--- src/rtl/div_unit_pkg.sv ---
// -----------------------------------------------------------------------------
// div_unit_pkg
// Shared definitions for the EX-stage divider: FSM state encodings, the
// start/stop and ready handshake levels, and the ALU op codes EX uses to
// select DIV / DIVU. Also holds the small sign-correction helper.
// -----------------------------------------------------------------------------
package div_unit_pkg;

  // Divider FSM states
  typedef enum logic [1:0] {
    DIV_FREE    = 2'b00,
    DIV_BY_ZERO = 2'b01,
    DIV_ON      = 2'b10,
    DIV_END     = 2'b11
  } div_state_e;

  // Start request levels driven by EX
  localparam logic DIV_START = 1'b1;
  localparam logic DIV_STOP  = 1'b0;

  // Result handshake levels
  localparam logic DIV_RESULT_READY     = 1'b1;
  localparam logic DIV_RESULT_NOT_READY = 1'b0;

  // ALU op codes that route an instruction to this block
  localparam logic [7:0] EXE_DIV_OP  = 8'b0001_1010;
  localparam logic [7:0] EXE_DIVU_OP = 8'b0001_1011;

  // Quotient is negated when exactly one operand is negative (signed mode only;
  // the negative flags are already qualified by the signed-mode select).
  function automatic logic quo_negate(input logic dividend_neg, input logic divisor_neg);
    return dividend_neg ^ divisor_neg;
  endfunction

endpackage

--- src/rtl/div_unit.sv ---
// -----------------------------------------------------------------------------
// div_unit
// Multi-cycle radix-2 restoring divider serving DIV / DIVU for the EX stage.
// EX holds start_i with latched operands, stalls while busy_o is high, and
// consumes the {remainder, quotient} result when ready_o is seen.
//
// Ports
//   clk           rising-edge clock
//   rst_n         synchronous, active-low reset
//   signed_div_i  1 = DIV (two's complement), 0 = DIVU
//   op1_i         dividend
//   op2_i         divisor
//   start_i       request, held by EX until ready_o
//   annul_i       flush / abort (highest priority after reset)
//   result_o      {remainder (HI), quotient (LO)}, registered
//   ready_o       result valid, registered
//   busy_o        high whenever the FSM is not idle (combinational)
// -----------------------------------------------------------------------------
module div_unit
  import div_unit_pkg::*;
#(
  parameter int DATA_WIDTH = 32
) (
  input  logic                      clk,
  input  logic                      rst_n,
  input  logic                      signed_div_i,
  input  logic [DATA_WIDTH-1:0]     op1_i,
  input  logic [DATA_WIDTH-1:0]     op2_i,
  input  logic                      start_i,
  input  logic                      annul_i,
  output logic [2*DATA_WIDTH-1:0]   result_o,
  output logic                      ready_o,
  output logic                      busy_o
);

  localparam int W     = DATA_WIDTH;
  localparam int CNT_W = $clog2(DATA_WIDTH) + 1;

  localparam logic [W-1:0]     ZERO_W    = {W{1'b0}};
  localparam logic [2*W-1:0]   ZERO_2W   = {(2*W){1'b0}};
  localparam logic [CNT_W-1:0] CNT_ZERO  = {CNT_W{1'b0}};
  localparam logic [CNT_W-1:0] CNT_ONE   = {{(CNT_W-1){1'b0}}, 1'b1};
  localparam logic [CNT_W-1:0] CNT_LAST  = CNT_W'(DATA_WIDTH - 1);

  // Two's complement negate of a W-bit value
  function automatic logic [W-1:0] neg_w(input logic [W-1:0] v);
    return ~v + {{(W-1){1'b0}}, 1'b1};
  endfunction

  // State and datapath registers
  div_state_e       r_state;
  logic [CNT_W-1:0] r_cnt;
  logic [2*W-1:0]   r_work;      // {rem, quo} between iterations
  logic [W-1:0]     r_divisor;   // divisor magnitude
  logic             r_neg_quo;
  logic             r_neg_rem;
  logic [2*W-1:0]   r_result;
  logic             r_ready;

  // Next-state values
  div_state_e       w_state_nxt;
  logic [CNT_W-1:0] w_cnt_nxt;
  logic [2*W-1:0]   w_work_nxt;
  logic [W-1:0]     w_divisor_nxt;
  logic             w_neg_quo_nxt;
  logic             w_neg_rem_nxt;
  logic [2*W-1:0]   w_result_nxt;
  logic             w_ready_nxt;

  // Operand conditioning and one iteration of the datapath
  logic             w_op1_neg;
  logic             w_op2_neg;
  logic [W-1:0]     w_op1_mag;
  logic [W-1:0]     w_op2_mag;
  logic [2*W:0]     w_shift;
  logic [W:0]       w_diff;
  logic [2*W-1:0]   w_step;
  logic [W-1:0]     w_quo_fix;
  logic [W-1:0]     w_rem_fix;

  assign w_op1_neg = signed_div_i & op1_i[W-1];
  assign w_op2_neg = signed_div_i & op2_i[W-1];
  assign w_op1_mag = w_op1_neg ? neg_w(op1_i) : op1_i;
  assign w_op2_mag = w_op2_neg ? neg_w(op2_i) : op2_i;

  // The remainder stays below the divisor, so after the shift the top W+1 bits
  // are below 2*divisor and the MSB of the (W+1)-bit difference is its sign.
  assign w_shift = {r_work, 1'b0};
  assign w_diff  = w_shift[2*W:W] - {1'b0, r_divisor};

  // Restoring step: keep the difference and set the quotient bit, or keep the shifted value
  always_comb begin
    w_step = w_shift[2*W-1:0];
    if (w_diff[W] == 1'b0) begin
      w_step = {w_diff[W-1:0], w_shift[W-1:1], 1'b1};
    end else begin
      w_step = w_shift[2*W-1:0];
    end
  end

  // Sign correction applied to the final step; the most-negative quotient
  // negates onto itself, so 0x80000000 / -1 needs no special case.
  assign w_quo_fix = r_neg_quo ? neg_w(w_step[W-1:0])   : w_step[W-1:0];
  assign w_rem_fix = r_neg_rem ? neg_w(w_step[2*W-1:W]) : w_step[2*W-1:W];

  // FSM next-state and datapath next values
  always_comb begin
    w_state_nxt   = r_state;
    w_cnt_nxt     = r_cnt;
    w_work_nxt    = r_work;
    w_divisor_nxt = r_divisor;
    w_neg_quo_nxt = r_neg_quo;
    w_neg_rem_nxt = r_neg_rem;
    w_result_nxt  = r_result;
    w_ready_nxt   = r_ready;

    case (r_state)
      DIV_FREE: begin
        w_result_nxt = ZERO_2W;
        w_ready_nxt  = DIV_RESULT_NOT_READY;
        w_cnt_nxt    = CNT_ZERO;
        if ((start_i == DIV_START) && (annul_i == 1'b0)) begin
          w_divisor_nxt = w_op2_mag;
          w_work_nxt    = {ZERO_W, w_op1_mag};
          w_neg_quo_nxt = quo_negate(w_op1_neg, w_op2_neg);
          w_neg_rem_nxt = w_op1_neg;
          if (op2_i == ZERO_W) begin
            w_state_nxt = DIV_BY_ZERO;
          end else begin
            w_state_nxt = DIV_ON;
          end
        end else begin
          w_state_nxt = DIV_FREE;
        end
      end

      DIV_BY_ZERO: begin
        if (annul_i == 1'b1) begin
          w_state_nxt  = DIV_FREE;
          w_cnt_nxt    = CNT_ZERO;
          w_result_nxt = ZERO_2W;
          w_ready_nxt  = DIV_RESULT_NOT_READY;
        end else begin
          // Zero result is staged here; ready is raised from END one edge later
          w_state_nxt  = DIV_END;
          w_result_nxt = ZERO_2W;
          w_ready_nxt  = DIV_RESULT_NOT_READY;
        end
      end

      DIV_ON: begin
        if (annul_i == 1'b1) begin
          w_state_nxt  = DIV_FREE;
          w_cnt_nxt    = CNT_ZERO;
          w_result_nxt = ZERO_2W;
          w_ready_nxt  = DIV_RESULT_NOT_READY;
        end else if (r_cnt == CNT_LAST) begin
          w_work_nxt   = w_step;
          w_state_nxt  = DIV_END;
          w_cnt_nxt    = CNT_ZERO;
          w_result_nxt = {w_rem_fix, w_quo_fix};
          w_ready_nxt  = DIV_RESULT_READY;
        end else begin
          w_work_nxt   = w_step;
          w_cnt_nxt    = r_cnt + CNT_ONE;
        end
      end

      DIV_END: begin
        if (annul_i == 1'b1) begin
          w_state_nxt  = DIV_FREE;
          w_cnt_nxt    = CNT_ZERO;
          w_result_nxt = ZERO_2W;
          w_ready_nxt  = DIV_RESULT_NOT_READY;
        end else if (start_i == DIV_START) begin
          // Result held; ready stays (or becomes, after a zero divisor) valid
          w_result_nxt = r_result;
          w_ready_nxt  = DIV_RESULT_READY;
        end else begin
          w_state_nxt  = DIV_FREE;
          w_cnt_nxt    = CNT_ZERO;
          w_result_nxt = ZERO_2W;
          w_ready_nxt  = DIV_RESULT_NOT_READY;
        end
      end

      default: begin
        w_state_nxt  = DIV_FREE;
        w_cnt_nxt    = CNT_ZERO;
        w_result_nxt = ZERO_2W;
        w_ready_nxt  = DIV_RESULT_NOT_READY;
      end
    endcase
  end

  // State, datapath and output registers with synchronous reset
  always_ff @(posedge clk) begin
    if (!rst_n) begin
      r_state   <= DIV_FREE;
      r_cnt     <= CNT_ZERO;
      r_work    <= ZERO_2W;
      r_divisor <= ZERO_W;
      r_neg_quo <= 1'b0;
      r_neg_rem <= 1'b0;
      r_result  <= ZERO_2W;
      r_ready   <= DIV_RESULT_NOT_READY;
    end else begin
      r_state   <= w_state_nxt;
      r_cnt     <= w_cnt_nxt;
      r_work    <= w_work_nxt;
      r_divisor <= w_divisor_nxt;
      r_neg_quo <= w_neg_quo_nxt;
      r_neg_rem <= w_neg_rem_nxt;
      r_result  <= w_result_nxt;
      r_ready   <= w_ready_nxt;
    end
  end

  assign result_o = r_result;
  assign ready_o  = r_ready;
  assign busy_o   = (r_state != DIV_FREE);

endmodule
--- config.mk ---
export PLATFORM = sky130hd
export DESIGN_NAME = div_unit
export DESIGN_NICKNAME = d
export VERILOG_FILES = /design/src/rtl/div_unit_pkg.sv /design/src/rtl/div_unit.sv
export SDC_FILE = /design/constraint.sdc
export NUM_CORES = 1
export LEC_CHECK = 0
export BUFFER_PORTS_ARGS = -buffer_cell sky130_fd_sc_hd__buf_2
export CORE_MARGIN = 1
export CORE_UTILIZATION = 60
export DETAILED_ROUTE_END_ITERATION = 8
export GPL_ROUTABILITY_DRIVEN = 0
export PLACE_DENSITY = 0.81
export SLEW_MARGIN = 15
export SYNTH_ARGS = -nofsm -noshare
export SYNTH_HDL_FRONTEND = slang
export SYNTH_SLANG_ARGS = --single-unit
export TNS_END_PERCENT = 5
--- constraint.sdc ---
create_clock -name clk -period 5.6 [get_ports clk]
set_input_delay 0.84 -clock clk [delete_from_list [all_inputs] [get_ports clk]]
set_output_delay 0.84 -clock clk [all_outputs]
set_load 0.01 [all_outputs]
# Word level (Yosys, flattened, before mapping)
# Index checks and enable logic that the tools add are counted.
[op_classes]
mux = 32
eq_ne = 9
n_reduce_logical = 10
n_addsub = 6
n_bitwise = 8
[ops]
columns = ["cell", "count"]
rows = [
  ["2-to-1 mux 64 bit", 7],
  ["one-hot mux 64 bit (3 select lines)", 1],
  ["adder 32 x 1 -> 32 bit, second input constant", 4],
  ["2-to-1 mux 32 bit", 4],
  ["NOT 32 bit", 4],
  ["one-hot mux 64 bit (2 select lines)", 1],
  ["subtractor 33 x 32 -> 33 bit", 1],
  ["logical NOT 32 bit", 1],
  ["2-to-1 mux 6 bit", 5],
  ["one-hot mux 6 bit (4 select lines)", 1],
  ["2-to-1 mux 2 bit", 7],
  ["one-hot mux 2 bit (4 select lines)", 1],
  ["adder 6 x 1 -> 6 bit, second input constant", 1],
  ["== test 6 x 5 -> 1 bit, second input constant", 1],
  ["inequality test 2 bit, second input constant", 3],
  ["inequality test 3 bit, second input constant", 2],
  ["AND reduction 2 bit", 3],
  ["== test 2 bit, second input constant", 2],
  ["2-to-1 mux 1 bit", 4],
  ["nonzero test 2 bit", 2],
  ["one-hot mux 1 bit (3 select lines)", 1],
  ["AND reduction 3 bit", 1],
  ["bitwise AND 1 bit", 2],
  ["== test 2 x 1 -> 1 bit, second input constant", 1],
  ["other kinds (5)", 5],
]
[totals]
ff_bits = 171
input_bits = 69
wordCells = 73
out_inout_bits = 66

# Longest topological paths before layout
[depth]
word_depth = 8
mapped_depth = 27
ltp_nobuf = 24

# Least setup slack after synthesis
# OpenSTA, ideal clock, no wires.
[synth_path]
path_kind = "reg2reg"
startpoint = "reg r_work[31]"
endpoint = "reg r_result[58], in the netlist result_o[58]"
setup_time_ns = 0.127
n_path_buf = 3
stages_incl_launch_ff = 25
setup_slack_ns = 0.698
required_ns = 5.473
t_arrival_ns = 4.775
synth_period_minus_slack_ns = 4.902
path_cell_list = "dfxtp_1 inv_1 ha_1 inv_1 fa_1 a21oi_1 o211ai_1 nand4_1 a21o_1 and3b_1 nor2_2 buf_4 buf_2 buf_2 mux2i_1 ha_1 nand2_1 a2111oi_2 nor3b_1 nor4b_2 a31oi_1 or4_4 o41ai_2 xnor2_1 o21ai_1"
[synth_between]
elab_chain_cells = 8
[synth_rtl]
columns = ["item", "line_no", "rtl"]
rows = [
  ["start, declared", "div_unit.sv:53", "logic [2*W-1:0] r_work;"],
  ["start signal, assigned", "div_unit.sv:210", "r_work <= w_work_nxt;"],
  ["subtractor 33 x 32 -> 33 bit", "div_unit.sv:89", "assign w_diff = w_shift[2*W:W] - {1'b0, r_divisor};"],
  ["2-to-1 mux 64 bit *", "div_unit.sv:94", "if (w_diff[W] == 1'b0) begin"],
  ["NOT 32 bit", "div_unit.sv:47", "return ~v + {{(W-1){1'b0}}, 1'b1};"],
  ["adder 32 x 1 -> 32 bit", "div_unit.sv:47", ""],
  ["2-to-1 mux 32 bit *", "div_unit.sv:104", "assign w_rem_fix = r_neg_rem ? neg_w(w_step[2*W-1:W]) : w_step[2*W-1:W];"],
  ["2-to-1 mux 64 bit *", "div_unit.sv:157", "end else if (r_cnt == CNT_LAST) begin"],
  ["2-to-1 mux 64 bit *", "div_unit.sv:152", "if (annul_i == 1'b1) begin"],
  ["one-hot mux 64 bit (3 select lines) *", "div_unit.sv:117", "case (r_state)"],
  ["end signal, assigned", "div_unit.sv:214", "r_result <= w_result_nxt;"],
  ["end, declared", "div_unit.sv:57", "logic [2*W-1:0] r_result;"],
]
# Mark *: on every way between the ends. The rest lies on a longest branch, timed or not. The select of a mux whose other input is x is not followed.
# A chain may end at the register's enable or synchronous reset.

# Worst setup path after layout
# Ends and elaborated chain as after synthesis.

==> results.sh <==
export IMPL_status="finished, final reports clean"
export IMPL_p_int_mw=2.19
export IMPL_power_share_clock=0.378
export IMPL_drt_iter0_markers=1114
export IMPL_synthTopCellsByArea="dfxtp_1 (29%), nand2_1 (7.7%), xnor2_1 (5.8%)"
export IMPL_rows=51
export IMPL_combPwrFrac=0.225
export IMPL_hp_class="flop to flop"
export IMPL_syn_area_per_cell_um2=7.63
export IMPL_clk_latency_ps=440
export IMPL_cp_end_kind="flop"
export IMPL_clk_path_buf_depth=2
export IMPL_synthArstFlopShare=0
export IMPL_syn_to_final_growth_pct=11.2
export IMPL_ys_ff_latch=171
export IMPL_diodes=0
export IMPL_final_cells=1920
export IMPL_fillCellCount=1673
export IMPL_critPathTopFamily="simple AND/OR/NAND/NOR gates"
export IMPL_drt_wirelength_per_cell_um=18.2
export IMPL_power_leakage_nw=5.66
export IMPL_htreeDepth=4
export IMPL_cts_sinks=171
export IMPL_clk_pin_slew_ps=70
export IMPL_coreArea_um2=19500
export IMPL_fin_skew_ps=14.0
export IMPL_ys_warnings_count=0
export IMPL_yosysTopAreaCell="dfxtp_1"
export IMPL_hold_depth=2
export IMPL_worst_slew_pin_slew_ps=1130
export IMPL_grt_usage=0.337
export IMPL_worstSetupStartpointType="flop"
export IMPL_fmax_mhz=191
export IMPL_gr_total_overflow=0
export IMPL_drt_pass1_iter_count=6
export IMPL_design_die_area_um2=20600
export IMPL_synth_most_common_cell="nand2_1"
export IMPL_p_total_mw=3.24
export IMPL_worstPathArrival_ps=5520
export IMPL_finalCriticalPeriod_ps=5220
export IMPL_preCtsSetupSlack_ps=443
export IMPL_setup_tns_ps=0
export IMPL_initial_utilization=0.614
export IMPL_die_w_um=143
export IMPL_final_core_util=0.683
export IMPL_synth_top_area_frac=0.286
export IMPL_port_buffers=134
export IMPL_ctsHoldBuffers=0
export IMPL_power_per_cell_area_nw_per_um2=243
export IMPL_hold_end="result_o[55]"
export IMPL_ys_seq_area_frac=0.286
export IMPL_io_pins=135
export IMPL_path_max_fanout=11
export IMPL_fin_crit_sh=0.933
export IMPL_ys_types=77
export IMPL_grt_max_degree=107
export IMPL_rr_startpoint="r_work[31]"
export IMPL_hold_viol_final=0
export IMPL_num_vias=11900
export IMPL_finalSetupViolCount=0
export IMPL_synth_commonest_cells="nand2_1 (247), dfxtp_1 (171), o21ai_0 (122)"
export IMPL_slew_headroom=0.247
export IMPL_netlist_area_um2=12000
export IMPL_min_from="result_o[55]"
export IMPL_cp_required_ps=5890
export IMPL_synth_nets=1682
export IMPL_drive_gt1_frac=0.132
export IMPL_drv_slew=0
export IMPL_place_hpwl_mm=25.8
export IMPL_fin_ws_ps=375
export IMPL_switchingPower_mw=1.06
export IMPL_maxCapViolations=0
export IMPL_ys_flop_type="dfxtp_1"
export IMPL_antenna_found_initial=1
export IMPL_synth_cells=1571
export IMPL_die_height_um=143
export IMPL_nets=1753
export IMPL_dp_cells=1887
export IMPL_grt_pass1_vias=10200
export IMPL_cts_made_buffers=17
export IMPL_postRouteAntennaNets=0
export IMPL_synth_edf_count=0
export IMPL_post_route_drc_count=0
export IMPL_critPathBufInv=2
export IMPL_power_share_switching=0.326
export IMPL_cp_cell_sequence="inv_1 > ha_1 > inv_1 > fa_1 > a21oi_1 > o211ai_1 > nand4_1 > a21o_1 > and3b_1 > nor2_4 > mux2i_2 > ha_1 > nand2_1 > a2111oi_2 > nor3b_4 > nor4b_2 > a31oi_1 > or4_4 > o41ai_2 > xnor2_1 > o21ai_1"
export IMPL_critPathMaxStageDelay_ps=600
export IMPL_rrSetupSlack_ps=380
export IMPL_via_per_inst=6.19
export IMPL_slowest_stage="or4_4"
export IMPL_peakVddDrop_uv=229
export IMPL_grt_pass1_wl_mm=54.0
export IMPL_r2r_end="result_o[58]"
export IMPL_rr_worst_depth=21
export IMPL_crit_type="flop to flop"
export IMPL_seqPwrFrac=0.398
export IMPL_routed_wl_mm=34.9
export IMPL_cts_tree="yes"
export IMPL_root_buffer="clkbuf_16"
-- metrics by stage --
| step | area (um2) | hold WS, ps |
|---|---|---|
| after floorplan | 12000 | 441 |
| after global placement | 12700 | 433 |
| after detailed placement | 12700 | 433 |
| after CTS | 13300 | 447 |
| after global routing | 13300 | 458 |
| final | 13300 | 443 |
-- metal layers --
metal	part of all wire	global-route usage	wire (um)	up-vias
li1	-	-	-	5697
met1	0.45	0.476	15500	5524
met2	0.43	0.501	15000	574
met3	0.093	0.0703	3260	90
met4	0.031	0.125	1070	0
met5	0	0	0	-
-- worst min-delay path, cell delays in order (launching register included) --
cell and delay, ps:
dfxtp_1 310, nand2_1 50, o21ai_1 50
-- layout make-up --
cell class	instances	area, um2	area share
timing repair buffer	145	756	0.0567
sequential	171	3420	0.257
tap	265	332	0.0249
inverter	55	206	0.0155
clock buffer	18	429	0.0322
clock inverter	14	168	0.0126
multi-input combinational	1252	8010	0.601
-- power by group through the flow --
| stage | Clock (mW) | Combinational (mW) | Sequential [mW] |
|---|---|---|---|
| final | 1.22 | 0.729 | 1.29 |
| after global routing | 1.28 | 0.790 | 1.29 |
| after CTS | 1.23 | 0.705 | 1.29 |
| after detailed placement | 0 | 0.698 | 1.32 |
| after global placement | 0 | 0.688 | 1.31 |
| after floorplan | 0 | 0.505 | 1.30 |
-- cell usage in the layout (no fill, tap or decap), drive strengths merged, types with 5 or more instances in the layout --
| cell type | Yosys | layout |
|---|---|---|
| a211o | 6 | 6 |
| a211oi | 8 | 8 |
| a21boi | 35 | 35 |
| a21o | 14 | 14 |
| a21oi | 73 | 73 |
| a22oi | 50 | 50 |
| a31oi | 10 | 10 |
| and2 | 39 | 39 |
| and3 | 5 | 5 |
| buf | 31 | 145 |
| clkbuf | 62 | 18 |
| dfxtp | 171 | 171 |
| ha | 41 | 41 |
| inv | 55 | 64 |
| mux2 | 6 | 6 |
| mux2i | 30 | 30 |
| nand2 | 249 | 249 |
| nand2b | 7 | 7 |
| nand3 | 24 | 24 |
| nand4 | 16 | 16 |
| nor2 | 82 | 82 |
| nor2b | 56 | 56 |
| nor3 | 27 | 27 |
| nor3b | 6 | 6 |
| nor4 | 15 | 15 |
| o211a | 31 | 31 |
| o211ai | 11 | 11 |
| o21a | 7 | 7 |
| o21ai | 146 | 146 |
| o31ai | 30 | 30 |
| o41ai | 11 | 11 |
| or2 | 9 | 9 |
| or3 | 19 | 19 |
| or4 | 11 | 11 |
| xnor2 | 79 | 79 |
| xor2 | 62 | 62 |
-- state kept, by name (all words and copies together), names as in the netlist --
register,flops
r_work,64
result_o,64
r_divisor,32
r_cnt,6
r_state,2
r_neg_quo,1
r_neg_rem,1
ready_o,1
-- how the worst max path moves through the flow --
stage / from / end / cells after the start / slack, ps
finish: r_work[31] / result_o[58] / 21 / 380
global route: r_work[31] / result_o[58] / 21 / -80
CTS: r_work[31] / result_o[58] / 21 / 310
detailed placement: r_work[31] / result_o[58] / 21 / 440
global placement: r_work[31] / result_o[58] / 24 / 700
floorplan: r_work[31] / result_o[58] / 24 / 700
-- repair_timing --
| item | CTS | global route |
|---|---|---|
| buffers inserted | 0 | 1 |
| setup endpoints to repair | 0 | 3 |
| gates resized for setup | 0 | 3 |
-- logic make-up (layout without fill, tap and decap cells) --
group / after synthesis / count (layout) / share of synthesized area
adder cells (fa/ha/maj): 42 / 42 / 0.0445
XOR/XNOR: 141 / 141 / 0.103
buffers and inverters: 148 / 232 / 0.0486
AO/OA/AOI/OAI: 457 / 457 / 0.255
flip-flops: 171 / 171 / 0.286
multiplexers: 36 / 36 / 0.0307
AND/OR/NAND/NOR: 576 / 576 / 0.232
Power figures use the tool's default switching activity.
